===== config.mk =====
export PLATFORM = sky130hd
export DESIGN_NAME = ctrl_pipe
export DESIGN_NICKNAME = d
export VERILOG_FILES = /design/src/rtl/ctrl_pipe.sv
export SDC_FILE = /design/constraint.sdc
export NUM_CORES = 1
export LEC_CHECK = 0
export BUFFER_PORTS_ARGS = -buffer_cell sky130_fd_sc_hd__buf_2
export CORE_ASPECT_RATIO = 0.75
export CORE_MARGIN = 10
export CORE_UTILIZATION = 55
export DETAILED_ROUTE_END_ITERATION = 12
export PLACE_DENSITY = 0.83
export SLEW_MARGIN = 25
export SYNTH_ARGS = -nofsm -noshare
export SYNTH_HDL_FRONTEND = slang
export SYNTH_SLANG_ARGS = --single-unit

===== constraint.sdc =====
create_clock -name clk -period 3.31 [get_ports clk]
set_input_delay 0.662 -clock clk [delete_from_list [all_inputs] [get_ports clk]]
set_output_delay 0.662 -clock clk [all_outputs]
set_load 0.02 [all_outputs]

===== src/rtl/ctrl_pipe.sv =====
`default_nettype none
// ============================================================================
//  Module   : ctrl_pipe
//  Desc     : MIPS-style control decode with ID/EX, EX/MEM and MEM/WB control
//             registers, stall/flush/bubble handling and a saturating
//             illegal-opcode counter. Optional JAL decode: CTRL_PIPE_JAL_EN.
//  Revision : 1.0 - initial release
// ============================================================================
module ctrl_pipe #(
  parameter int OPCODE_W  = 6,
  parameter int ALUOP_W   = 6,
  parameter int ILL_CNT_W = 8
) (
  input  logic                 clk,
  input  logic                 rst,
  input  logic [OPCODE_W-1:0]  opcode,
  input  logic                 stall,
  input  logic                 bubble,
  input  logic                 flush,
  output logic                 ex_valid,
  output logic [ALUOP_W-1:0]   ex_aluop,
  output logic                 ex_alusrc,
  output logic                 ex_regdst,
  output logic                 ex_branch_eq,
  output logic                 ex_branch_ne,
  output logic                 ex_jump,
  output logic                 mem_valid,
  output logic                 mem_memread,
  output logic                 mem_memwrite,
  output logic                 wb_valid,
  output logic                 wb_regwrite,
  output logic                 wb_memtoreg,
  output logic                 wb_link,
  output logic [ILL_CNT_W-1:0] ill_cnt
);

  // Opcode encodings (MIPS primary opcode field)
  localparam logic [OPCODE_W-1:0] c_op_rtype = OPCODE_W'(6'b000000);
  localparam logic [OPCODE_W-1:0] c_op_j     = OPCODE_W'(6'b000010);
  localparam logic [OPCODE_W-1:0] c_op_beq   = OPCODE_W'(6'b000100);
  localparam logic [OPCODE_W-1:0] c_op_bne   = OPCODE_W'(6'b000101);
  localparam logic [OPCODE_W-1:0] c_op_addi  = OPCODE_W'(6'b001000);
  localparam logic [OPCODE_W-1:0] c_op_lw    = OPCODE_W'(6'b100011);
  localparam logic [OPCODE_W-1:0] c_op_sw    = OPCODE_W'(6'b101011);
`ifdef CTRL_PIPE_JAL_EN
  localparam logic [OPCODE_W-1:0] c_op_jal   = OPCODE_W'(6'b000011);
`endif

  typedef struct packed {
    logic [ALUOP_W-1:0] aluop;
    logic               alusrc;
    logic               regdst;
    logic               branch_eq;
    logic               branch_ne;
    logic               jump;
  } ex_ctl_t;

  typedef struct packed {
    logic memread;
    logic memwrite;
  } mem_ctl_t;

  typedef struct packed {
    logic regwrite;
    logic memtoreg;
`ifdef CTRL_PIPE_JAL_EN
    logic link;
`endif
  } wb_ctl_t;

  typedef struct packed {
    logic     valid;
    ex_ctl_t  ex;
    mem_ctl_t mem;
    wb_ctl_t  wb;
  } idex_t;

  typedef struct packed {
    logic     valid;
    mem_ctl_t mem;
    wb_ctl_t  wb;
  } exmem_t;

  typedef struct packed {
    logic    valid;
    wb_ctl_t wb;
  } memwb_t;

  localparam idex_t  c_nop_idex  = '0;
  localparam exmem_t c_nop_exmem = '0;
  localparam memwb_t c_nop_memwb = '0;

  idex_t                r_idex;
  exmem_t               r_exmem;
  memwb_t               r_memwb;
  logic [ILL_CNT_W-1:0] r_ill_cnt;

  idex_t  w_dec;
  logic   w_legal;
  exmem_t w_idex_fwd;
  memwb_t w_exmem_fwd;

  always_comb begin
    w_dec   = c_nop_idex;
    w_legal = 1'b1;
    case (opcode)
      c_op_lw: begin
        w_dec.valid        = 1'b1;
        w_dec.ex.alusrc    = 1'b1;
        w_dec.mem.memread  = 1'b1;
        w_dec.wb.memtoreg  = 1'b1;
        w_dec.wb.regwrite  = 1'b1;
      end
      c_op_sw: begin
        w_dec.valid        = 1'b1;
        w_dec.ex.alusrc    = 1'b1;
        w_dec.mem.memwrite = 1'b1;
      end
      c_op_addi: begin
        w_dec.valid        = 1'b1;
        w_dec.ex.alusrc    = 1'b1;
        w_dec.wb.regwrite  = 1'b1;
      end
      c_op_rtype: begin
        w_dec.valid        = 1'b1;
        w_dec.ex.regdst    = 1'b1;
        w_dec.wb.regwrite  = 1'b1;
      end
      c_op_beq: begin
        w_dec.valid        = 1'b1;
        w_dec.ex.branch_eq = 1'b1;
      end
      c_op_bne: begin
        w_dec.valid        = 1'b1;
        w_dec.ex.branch_ne = 1'b1;
      end
      c_op_j: begin
        w_dec.valid        = 1'b1;
        w_dec.ex.jump      = 1'b1;
      end
`ifdef CTRL_PIPE_JAL_EN
      c_op_jal: begin
        w_dec.valid        = 1'b1;
        w_dec.ex.jump      = 1'b1;
        w_dec.wb.regwrite  = 1'b1;
        w_dec.wb.link      = 1'b1;
      end
`endif
      default: w_legal = 1'b0;
    endcase
    // Illegal opcodes keep the all-zero NOP word, including aluop
    if (w_dec.valid) begin
      w_dec.ex.aluop = ALUOP_W'(opcode);
    end
  end

  assign w_idex_fwd  = '{valid: r_idex.valid,  mem: r_idex.mem, wb: r_idex.wb};
  assign w_exmem_fwd = '{valid: r_exmem.valid, wb: r_exmem.wb};

  always_ff @(posedge clk) begin
    if (!rst) begin
      r_idex    <= c_nop_idex;
      r_exmem   <= c_nop_exmem;
      r_memwb   <= c_nop_memwb;
      r_ill_cnt <= '0;
    end else if (stall) begin
      r_idex    <= r_idex;
      r_exmem   <= r_exmem;
      r_memwb   <= r_memwb;
      r_ill_cnt <= r_ill_cnt;
    end else if (flush) begin
      r_idex    <= c_nop_idex;
      r_exmem   <= c_nop_exmem;
      r_memwb   <= w_exmem_fwd;
    end else if (bubble) begin
      r_idex    <= c_nop_idex;
      r_exmem   <= w_idex_fwd;
      r_memwb   <= w_exmem_fwd;
    end else begin
      r_idex    <= w_dec;
      r_exmem   <= w_idex_fwd;
      r_memwb   <= w_exmem_fwd;
      if (!w_legal && !(&r_ill_cnt)) begin
        r_ill_cnt <= r_ill_cnt + 1'b1;
      end
    end
  end

  assign ex_valid     = r_idex.valid;
  assign ex_aluop     = r_idex.ex.aluop;
  assign ex_alusrc    = r_idex.ex.alusrc;
  assign ex_regdst    = r_idex.ex.regdst;
  assign ex_branch_eq = r_idex.ex.branch_eq;
  assign ex_branch_ne = r_idex.ex.branch_ne;
  assign ex_jump      = r_idex.ex.jump;
  assign mem_valid    = r_exmem.valid;
  assign mem_memread  = r_exmem.mem.memread;
  assign mem_memwrite = r_exmem.mem.memwrite;
  assign wb_valid     = r_memwb.valid;
  assign wb_regwrite  = r_memwb.wb.regwrite;
  assign wb_memtoreg  = r_memwb.wb.memtoreg;
`ifdef CTRL_PIPE_JAL_EN
  assign wb_link      = r_memwb.wb.link;
`else
  assign wb_link      = 1'b0;
`endif
  assign ill_cnt      = r_ill_cnt;

endmodule
`default_nettype wire


### Word-level counts from Yosys, hierarchy flattened

Index checks and enable logic that the tools add are counted.

| cells by class | value |
|---|---|
| add/subtract/negate cells | 1 |
| equality and inequality tests | 6 |
| multiplexer cells | 13 |
| bitwise operators | 3 |
| reductions and logical operators | 9 |

Operators by type and width:

| operator | number |
|---|---|
| 16-bit two-way mux | 2 |
| 6-bit by 3-bit equality test with 1-bit output (second input constant) | 2 |
| 6-bit equality test (second input constant) | 2 |
| 1-bit two-way mux | 9 |
| 8-bit by 1-bit adder with 8-bit output (second input constant) | 1 |
| 8-bit AND reduction | 1 |
| 7-bit OR reduction | 1 |
| 6-bit by 2-bit equality test with 1-bit output (second input constant) | 1 |
| 6-bit by 4-bit equality test with 1-bit output (second input constant) | 1 |
| 6-bit logical NOT | 1 |
| 6-bit two-way mux | 1 |
| 3-bit OR reduction | 2 |
| 5-bit two-way mux | 1 |
| 4-bit AND reduction | 1 |
| 1-bit inverter | 3 |
| 1-bit logical NOT | 2 |
| 1-bit logical AND | 1 |

| storage, ports and cells | value |
|---|---|
| register bits | 32 |
| output and inout bits | 27 |
| logic and storage cells | 52 |

### Logic depth before layout (Yosys ltp)

| logic depth | value |
|---|---|
| depth after elaboration | 6 |
| depth in mapped cells | 5 |
| mapped depth without buffers | 5 |

### Worst setup path before layout

OpenSTA, ideal clock, no wires.

| path | value |
|---|---|
| kind | input to register |
| start point | in opcode[3] |
| end point | reg r_ill_cnt[5], in the netlist ill_cnt[5] |
| setup time | 129 ps |
| data arrival time | 1,856 ps |
| required time | 3,181 ps |
| path slack | 1,325 ps |
| cell stages on the path | 5 |
| buffers on the path | 1 |
| path through | buf_2 -> or4b_4 -> a31oi_4 -> nor4_1 -> mux2i_1 |

| on the way | value |
|---|---|
| cells in the longest elaborated chain, start to end | 6 |
| elaborated cells between the ends (all ways) | 12 |
| classes of those cells | eq/ne (6); mux (1); reduce/logical (5) |

RTL lines:

| what | line | source |
|---|---|---|
| start: declaration | 16 | `input logic [OPCODE_W-1:0] opcode,` |
| 6-bit by 3-bit equality test with 1-bit output (tied with other cells) | 106 | `case (opcode)` |
| 7-bit OR reduction (no source line) (*) | - |  |
| 1-bit two-way mux (*) | 106 |  |
| 1-bit logical NOT (*) | 183 | `if (!w_legal && !(&r_ill_cnt)) begin` |
| 1-bit logical AND (*) | 183 |  |
| 4-bit AND reduction (no source line) (*) | - |  |
| end signal: assignment | 170 | `r_ill_cnt <= r_ill_cnt;` |
| end signal: assignment | 184 | `r_ill_cnt <= r_ill_cnt + 1'b1;` |
| end: declaration | 96 | `logic [ILL_CNT_W-1:0] r_ill_cnt;` |

Every way passes the cells marked *; elsewhere a longest branch is shown, timed or not.
A chain may end at the register's enable or synchronous reset.

==> metrics.md <==
| Metric | Value |
|---|---|
| Fillers | `201` |
| CTS Hold Bufs | `0` |
| H-tree levels | `2` |
| Pin count of the biggest net entering global routing | `24` |
| Synth cell types | `41` |
| Drt initial violations | `108` |
| Ys async rst share | `0%` |
| Via Count | `1248` |
| Clock buffer depth | `2` |
| Fin nets | `188` |
| CTS Buf Count | `5` |
| Worst flop-to-flop path startpoint | `ill_cnt[0]$_SDFFE_PN0P_` |
| Final setup violation count | `0` |
| Initial antenna violation count | `0` |
| Width of the die | `78.3 um` |
| Max_slew headroom | `65.4%` |
| Area growth, synth to finish | `14.2%` |
| Met3 Track Usage GR | `6.15%` |
| Row count | `15` |
| Yosys top cell area share | `42.8%` |
| Reg-to-reg setup timing slack | `1660 ps` |
| Placer Congestion | `0.803` |
| Synth area leaders | `dfxtp_1 43%, mux2i_1 5.7%, nor2_1 4.5%` |
| Die area | `0.00499 mm2` |
| Hold Vio Cnt, Final | `0` |
| Starting Density | `59.4%` |
| Synth area leader | `dfxtp_1` |
| TritonCTS clock tree | `done` |
| Ys Warns | `0` |
| Slowest cell on the critical path | `or3_4` |
| Layout cell share with drive strength beyond 1 | `28.8%` |
| Initial DRT Pass Iterations | `6` |
| N_diodes | `0` |
| Routed len/inst | `16.1 um` |
| Met1 Use GR | `15.9%` |
| Post-Syn Area | `0.00140 mm2` |
| Top cells by instance count after synthesis | `30 x dfxtp_1, 17 x nor2_1, 12 x nand2_1, 11 x a21oi_1, 8 x mux2i_1` |
| Hold Path Sink | `ex_aluop[0]$_SDFFE_PN0N_` |
| Die H | `63.8 um` |
| Worst-Skew Late Latency | `340 ps` |
| Tmin final | `2010 ps` |
| Overall Global Routing Usage | `13.6%` |
| Post-synth top flop | `dfxtp_1` |
| Final period util | `60.8%` |
| First-pass GRT wire length | `5530 um` |
| Syn nets | `162` |
| IO Pins | `38` |
| DRC violations left | `0` |
| Worst-Margin Slew | `516 ps` |
| Startpoint Class | `input pin` |
| Worst path top cell family by delay | `simple AND/OR/NAND/NOR gates` |
| DR vias/cell | `5.91` |
| CP arrival | `2280 ps` |
| Post-synth EDFFs | `0` |
| Critical path buffer and inverter count | `1` |
| Fmax | `0.497 GHz` |
| VDD IR-drop max | `207 uV` |
| Core area | `0.00236 mm2` |
| Met2 global-route usage | `21.6%` |
| GR peak layer | `met2` |
| Max reg flops | `8` |
| Hold path startpoint | `ex_aluop[0]$_SDFFE_PN0N_` |
| Post-CTS sizing | `0` |
| Worst R2R Path Depth | `5` |
| Mean post-synth cell area | `9.36 um2` |
| Most common cell in the netlist | `dfxtp_1` |
| Fin. max-slew vios | `0` |
| WL final | `3400 um` |
| Outcome | `complete, no violations` |
| Critical Path, Cell by Cell | `buf_2 -> or3_4 -> or4_1 -> o2bb2a_1 -> nor2_1` |
| Crit-path max FO | `23` |
| PortBufs | `36` |
| Total gr overflow | `0` |
| # Max-Cap Violations | `0` |
| Leak | `0.654 nW` |
| Layout Skew | `8.60 ps` |
| Sequential area share after synthesis | `42.8%` |
| Final Util | `67.8%` |
| PD cells | `428 mW/mm2` |
| Hold Crit Class | `reg2reg` |
| Root buf cell | `clkbuf_4` |
| Final antenna-violating net count | `0` |
| Setup TNS | `0 ps` |
| Number of setup buffers added after CTS | `0` |
| Worst r2r dst | `ill_cnt[3]$_SDFFE_PN0P_` |
| Vias in the first global route | `1187` |
| Worst-path clk slew | `100 ps` |
| Synthesized flop and latch total | `30` |
| RSZ-0062 raised after global routing | `no` |
| CP required | `3580 ps` |
| Hold Path Cell Cnt | `1` |
| Critical path capture point type | `register` |
| Clk sinks | `30` |
| DP Wirelength | `2500 um` |
| Setup Crit Path Kind | `in2reg` |
| Slowest stage delay, CP | `530 ps` |
| Cell count after synthesis | `150` |
[cell type report]
type / count / area, um2 / area share [%]
Multi-Input combinational cell: 100 / 689 / 43.0
Sequential cell: 30 / 601 / 37.5
Timing Repair Buffer: 36 / 180 / 11.2
Clock buffer: 8 / 78.8 / 4.92
Tap cell: 34 / 42.5 / 2.65
Inverter: 3 / 11.3 / 0.703
[worst max-delay path by stage]
stage / cells after the start / start / end
global route: 5 / stall / r_idex[2]$_SDFFE_PN0N_
CTS: 5 / stall / r_idex[2]$_SDFFE_PN0N_
finish: 5 / stall / r_idex[2]$_SDFFE_PN0N_
detailed placement: 5 / stall / r_idex[2]$_SDFFE_PN0N_
floorplan: 5 / opcode[3] / ill_cnt[5]$_SDFFE_PN0P_
global placement: 5 / stall / r_idex[2]$_SDFFE_PN0N_
[cells in the final DEF, fill, tap and decap left out, drive strengths merged]
cell type and instances:
nand4 3, a32oi 3, a21bo 1, buf 36, clkbuf 8, a311oi 1
o2111ai 1, clkinv 1, nand2 12, nor2 17, or4b 1, nand4b 2
nand3 2, mux2i 8, ha 1, or4 4, nor4b 1, or3 1
nor4 3, nor3b 4, conb 1, and2 1, nand2b 4, dfxtp 30
a2111o 1, o31ai 3, a21oi 11, o21ai 1, a2bb2oi 1, nor3 3
and3 2, a32o 5, o2bb2a 1, a31oi 1, inv 2
[through the flow]
stage                     cells  cell area [um2]  hold WS, ps  power, mW  setup WS (ps)
after CTS                   211             1600          472      0.687           1310
after global placement      203             1520          443      0.418           1040
final                       211             1600          470      0.686           1300
after floorplan             150             1400          441      0.408           1320
after global routing        211             1600          494      0.714           1250
after detailed placement    203             1520          452      0.421            943
[worst reg2reg max path, delay by kind of cell, from the launching register on]
kind	cells	cell delay, ps
compound gates	2	400
fa+ha+maj	1	230
flops	1	360
simple gates	2	580
[power by group]
part	switching [mW]	internal, mW
Clock	0.128	0.145
Sequential	0.00149	0.362
Combinational	0.0352	0.0143
Total	0.164	0.521
[routing by layer]
layer / wire length [um] / vias up
met1: 1390 / 600
li1: - / 593
met5: 0 / -
met4: 33 / 0
met3: 316 / 6
met2: 1650 / 49
[logic make-up (layout without fill, tap and decap cells)]
group	count (synthesis)	after routing	share of synthesized area, %
flip-flops	30	30	42.8
AO/OA/AOI/OAI	30	30	18.2
buffers and inverters	20	47	8.11
multiplexers	8	8	5.70
other	1	1	0.267
AND/OR/NAND/NOR	60	60	24.1
adder cells (fa/ha/maj)	1	1	0.891
Power figures use the tool's default switching activity.
